<file path="config.mk">
export PLATFORM = sky130hd
export DESIGN_NAME = uart_rx
export DESIGN_NICKNAME = d
export VERILOG_FILES = /design/src/rtl/uart_rx.sv
export SDC_FILE = /design/constraint.sdc
export NUM_CORES = 1
export LEC_CHECK = 0
export ABC_AREA = 1
export CAP_MARGIN = 20
export CORE_MARGIN = 10
export CORE_UTILIZATION = 35
export DETAILED_ROUTE_END_ITERATION = 8
export SYNTH_ARGS = -nofsm -noshare
export SYNTH_HDL_FRONTEND = slang
export SYNTH_SLANG_ARGS = --single-unit
</file>
<file path="constraint.sdc">
create_clock -name clk -period 1.4 [get_ports clk]
set_input_delay 0.35 -clock clk [delete_from_list [all_inputs] [get_ports clk]]
set_output_delay 0.35 -clock clk [all_outputs]
set_load 0.01 [all_outputs]
</file>
<file path="src/rtl/uart_rx.sv">
// uart_rx: 8N1 serial receiver with 2-flop input synchronizer and mid-bit sampling.
// Emits a one-cycle rcv pulse for a good frame or frame_err for a low stop bit.
`default_nettype none

module uart_rx #(
  parameter int BAUDRATE = 104
) (
  input  logic       clk,
  input  logic       rst,
  input  logic       rx,
  output logic [7:0] data,
  output logic       rcv,
  output logic       frame_err,
  output logic       busy
);

  localparam int CW = $clog2(BAUDRATE);
  localparam logic [CW-1:0] HALF_LAST = CW'(BAUDRATE / 2 - 1);
  localparam logic [CW-1:0] BIT_LAST  = CW'(BAUDRATE - 1);
  localparam logic [CW-1:0] CNT_ONE   = CW'(1);

  typedef enum logic [2:0] {
    IDLE      = 3'd0,
    START     = 3'd1,
    DATA      = 3'd2,
    STOP      = 3'd3,
    WAIT_IDLE = 3'd4
  } state_t;

  state_t          state_q, state_d;
  logic            rx_meta_q, rx_s_q;
  logic [CW-1:0]   cnt_q, cnt_d;
  logic [2:0]      bit_q, bit_d;
  logic [7:0]      shift_q, shift_d;
  logic [7:0]      data_q, data_d;
  logic            rcv_q, rcv_d;
  logic            ferr_q, ferr_d;

  // Synchronizer resets to the idle-high line level so reset never looks like a start bit.
  always_ff @(posedge clk or posedge rst) begin
    if (rst) begin
      rx_meta_q <= 1'b1;
      rx_s_q    <= 1'b1;
    end else begin
      rx_meta_q <= rx;
      rx_s_q    <= rx_meta_q;
    end
  end

  always_ff @(posedge clk or posedge rst) begin
    if (rst) begin
      state_q <= IDLE;
      cnt_q   <= '0;
      bit_q   <= '0;
      shift_q <= '0;
      data_q  <= '0;
      rcv_q   <= 1'b0;
      ferr_q  <= 1'b0;
    end else begin
      state_q <= state_d;
      cnt_q   <= cnt_d;
      bit_q   <= bit_d;
      shift_q <= shift_d;
      data_q  <= data_d;
      rcv_q   <= rcv_d;
      ferr_q  <= ferr_d;
    end
  end

  always_comb begin
    state_d = state_q;
    cnt_d   = cnt_q + CNT_ONE;
    bit_d   = bit_q;
    shift_d = shift_q;
    data_d  = data_q;
    rcv_d   = 1'b0;
    ferr_d  = 1'b0;

    case (state_q)
      IDLE: begin
        cnt_d = '0;
        if (!rx_s_q) state_d = START;
      end
      START: begin
        // Half-bit wait lands the later samples in the middle of each bit cell.
        if (cnt_q == HALF_LAST) begin
          cnt_d = '0;
          bit_d = '0;
          state_d = rx_s_q ? IDLE : DATA;
        end
      end
      DATA: begin
        if (cnt_q == BIT_LAST) begin
          cnt_d   = '0;
          shift_d = {rx_s_q, shift_q[7:1]};
          bit_d   = bit_q + 3'd1;
          if (bit_q == 3'd7) state_d = STOP;
        end
      end
      STOP: begin
        if (cnt_q == BIT_LAST) begin
          cnt_d = '0;
          if (rx_s_q) begin
            data_d  = shift_q;
            rcv_d   = 1'b1;
            state_d = IDLE;
          end else begin
            ferr_d  = 1'b1;
            state_d = WAIT_IDLE;
          end
        end
      end
      WAIT_IDLE: begin
        cnt_d = '0;
        if (rx_s_q) state_d = IDLE;
      end
      default: begin
        cnt_d   = '0;
        state_d = IDLE;
      end
    endcase
  end

  assign data      = data_q;
  assign rcv       = rcv_q;
  assign frame_err = ferr_q;
  assign busy      = (state_q != IDLE);

endmodule

`default_nettype wire

</file>
==> impl_metrics.json <==
{
  "cts_tree": "built",
  "cp.required_ps": 1570,
  "irDropWorstVdd_mv": 0.664,
  "fin_skew_ps": 3.03,
  "rows": 23,
  "drive_above_1_share_pct": 32.2,
  "cts_sinks": 33,
  "synthArstFlopShare_pct": 100,
  "max_stage_delay_ps": 410,
  "diodes": 0,
  "timing.critical_path.mode_cell": "nand2_4",
  "crit_fanout": 7,
  "fin_crit_sh_pct": 105,
  "fmax_mhz": 683,
  "worst_pin_slew_ps": 292,
  "critical_path_class": "flip-flop to flip-flop",
  "dieWidth_um": 84.5,
  "hold_path.class": "input port to async pin",
  "power.leakage_nw": 1.03,
  "fin_nets": 207,
  "cp-start-kind": "flip-flop",
  "ant_nets": 0,
  "num_vias": 1154,
  "worstPathCellList": "ha_4, nand2_4, nor2_4, nand2_4, nor3_4, buf_12, nand2_2, o21a_1",
  "drt-total-wl_mm": 3.14,
  "coreArea_um2": 4000,
  "violations": "negative setup slack",
  "synth_edf_count": 0,
  "layout_setup_ws_ps": -63.7,
  "hold_violations": 0,
  "yosysUniqueCellTypes": 22,
  "wl_per_cell_um": 12.4,
  "route.detailed.drc": 0,
  "syn-num-nets": 167,
  "grt_pass1_wl_mm": 5.08,
  "yosys_most_used_dff": "dfrtp_1",
  "worst_hold_slack_ps": 264,
  "rsz0062_at_grt": "true",
  "setup_viol": 6,
  "design_area_um2": 2050,
  "place.gp.congestion": 0.863,
  "grt_max_degree": 17,
  "yosysMostFrequentCell": "nand2_1",
  "netlist_area_um2": 1460,
  "ios": 14,
  "final_util_pct": 51.3,
  "synth_top_cell_by_area": "dfrtp_1",
  "powerDensity_nw_per_um2": 931,
  "placed_area_um2": 1760,
  "crit_arrival_ps": 1630,
  "dieArea_um2": 7140,
  "cp_num_cells": 8,
  "clockRootBuffer": "clkbuf_8",
  "clockBufferDepth": 2,
  "path_delay_family": "simple AND/OR/NAND/NOR gates",
  "slew_violations": 0,
  "avgViaCountPerCell": 4.58,
  "grt_overflow": 0,
  "place_ws_ps": -74.8,
  "htree_levels": 2,
  "antenna_found_initial": 0,
  "port_buffers": 13,
  "synth_cells": 161,
  "path_buf_inv": 1,
  "dieHeight_um": 84.5,
  "syn_avg_cell_area_um2": 9.05,
  "drtIter0Drc": 51,
  "cts_hold_buffers": 0,
  "drt_pre_antenna_iters": 4,
  "insertion_delay_ps": 280,
  "first_global_vias": 1156,
  "cp-end-kind": "flip-flop",
  "status": "finished with violations",
  "cts_buffers": 5,
  "slew_headroom_pct": 80.5,
  "track_usage_pct": 8.56,
  "cpMaxStageDelayCell": "dfrtp_1",
  "max_cap_violations": 0,
  "area_delta_synth_final_pct": 41.0,
  "p_total_mw": 1.91,
  "synth_common_cells": "nand2_1 (35), dfrtp_1 (31), inv_1 (23), nor2_1 (17), o21ai_0 (14)",
  "period_minus_slack_ps": 1460,
  "synth_seq_cells": 33,
  "r2r_cells": 8,
  "yosys-top-cells-area": "dfrtp_1 (53%), nand2_1 (9.0%), inv_1 (5.9%)",
  "yosysTopAreaCellShare_pct": 53.3,
  "dp_hpwl_mm": 2.02,
  "synth.yosys.seq_area_share_pct": 56.9,
  "worst_setup_hold_path_clk_slew_ps": 70,
  "start_util_pct": 36.4,
  "yosys_warnings": 0
}
[report_power, final]
group | switching, mW | total, mW | internal, mW
Sequential | 0.00207 | 0.961 | 0.959
Clock | 0.336 | 0.916 | 0.580
Combinational | 0.0241 | 0.0353 | 0.0113
Total | 0.363 | 1.91 | 1.55
[cells by family (layout without fill, tap and decap cells)]
| logic type | Yosys count | count (layout) | share of synthesized area, % |
|---|---|---|---|
| compound gates | 26 | 26 | 10.1 |
| buf+inv | 26 | 67 | 7.30 |
| fa+ha+maj | 3 | 3 | 2.58 |
| xor+xnor | 2 | 2 | 1.20 |
| simple gates | 71 | 71 | 21.9 |
| flops | 33 | 33 | 56.9 |
[cell type report]
| type | count | area (um^2) |
|---|---|---|
| Fill cell | 359 | 1950 |
| Sequential cell | 33 | 828 |
| Multi-Input combinational cell | 102 | 648 |
| Timing Repair Buffer | 35 | 305 |
| Inverter | 24 | 92.6 |
| Clock buffer | 7 | 86.3 |
| Tap cell | 50 | 62.6 |
| Clock inverter | 1 | 30.0 |
[registers in the layout, summed over array words and instances (netlist names)]
name	count
data	8
shift_q	8
cnt_q	7
bit_q	3
state_q	3
frame_err	1
rcv	1
rx_meta_q	1
rx_s_q	1
[metal layers]
layer	up-vias	GRT usage, %	wire (um)	part of all wire (%)
met4	0	4.04	35	1.1
met3	4	3.29	136	4.3
met2	15	13.4	1570	50
li1	586	-	-	-
met1	549	10.1	1400	45
met5	-	0	0	0
[through the flow]
| step | setup TNS (ps) | instances |
|---|---|---|
| floorplan | -84.7 | 161 |
| global placement | -171 | 236 |
| detailed placement | -433 | 236 |
| CTS | -183 | 249 |
| global route | -1170 | 252 |
| finish | -346 | 252 |
[final timing paths]
check	startpoint	end	slack (ps)
max	cnt_q[1]	data[6]	-60
min	rst	shift_q[7]	260
max reg2reg	cnt_q[1]	data[6]	-60
min reg2reg	rx_meta_q	rx_s_q	360
max in group asynchronous	rst	shift_q[0]	710
min in group clk	rx_meta_q	rx_s_q	360
[cells in the final DEF, fill, tap and decap left out, types with 2 or more instances in the layout]
master	n
clkbuf_8	6
o21ai_1	3
nand2_2	9
nor2_2	4
nor3_4	2
a21oi_1	4
buf_4	18
nand3_2	2
o21a_1	7
ha_1	2
o21ai_0	10
inv_2	2
dlygate4sd2_1	10
buf_6	2
inv_1	21
nand3_1	7
clkdlybuf4s50_1	2
nor2_1	13
nand2_4	6
nand2_1	22
dfstp_2	2
dfrtp_1	31
[timing repair]
item,4_1_cts,5_1_grt
pin swaps,2,2
cloned,1,0
setup endpoints to repair,19,29
buffers inserted,4,4
gates resized for setup,20,36
Note: power is estimated with default switching activity, not from simulation.
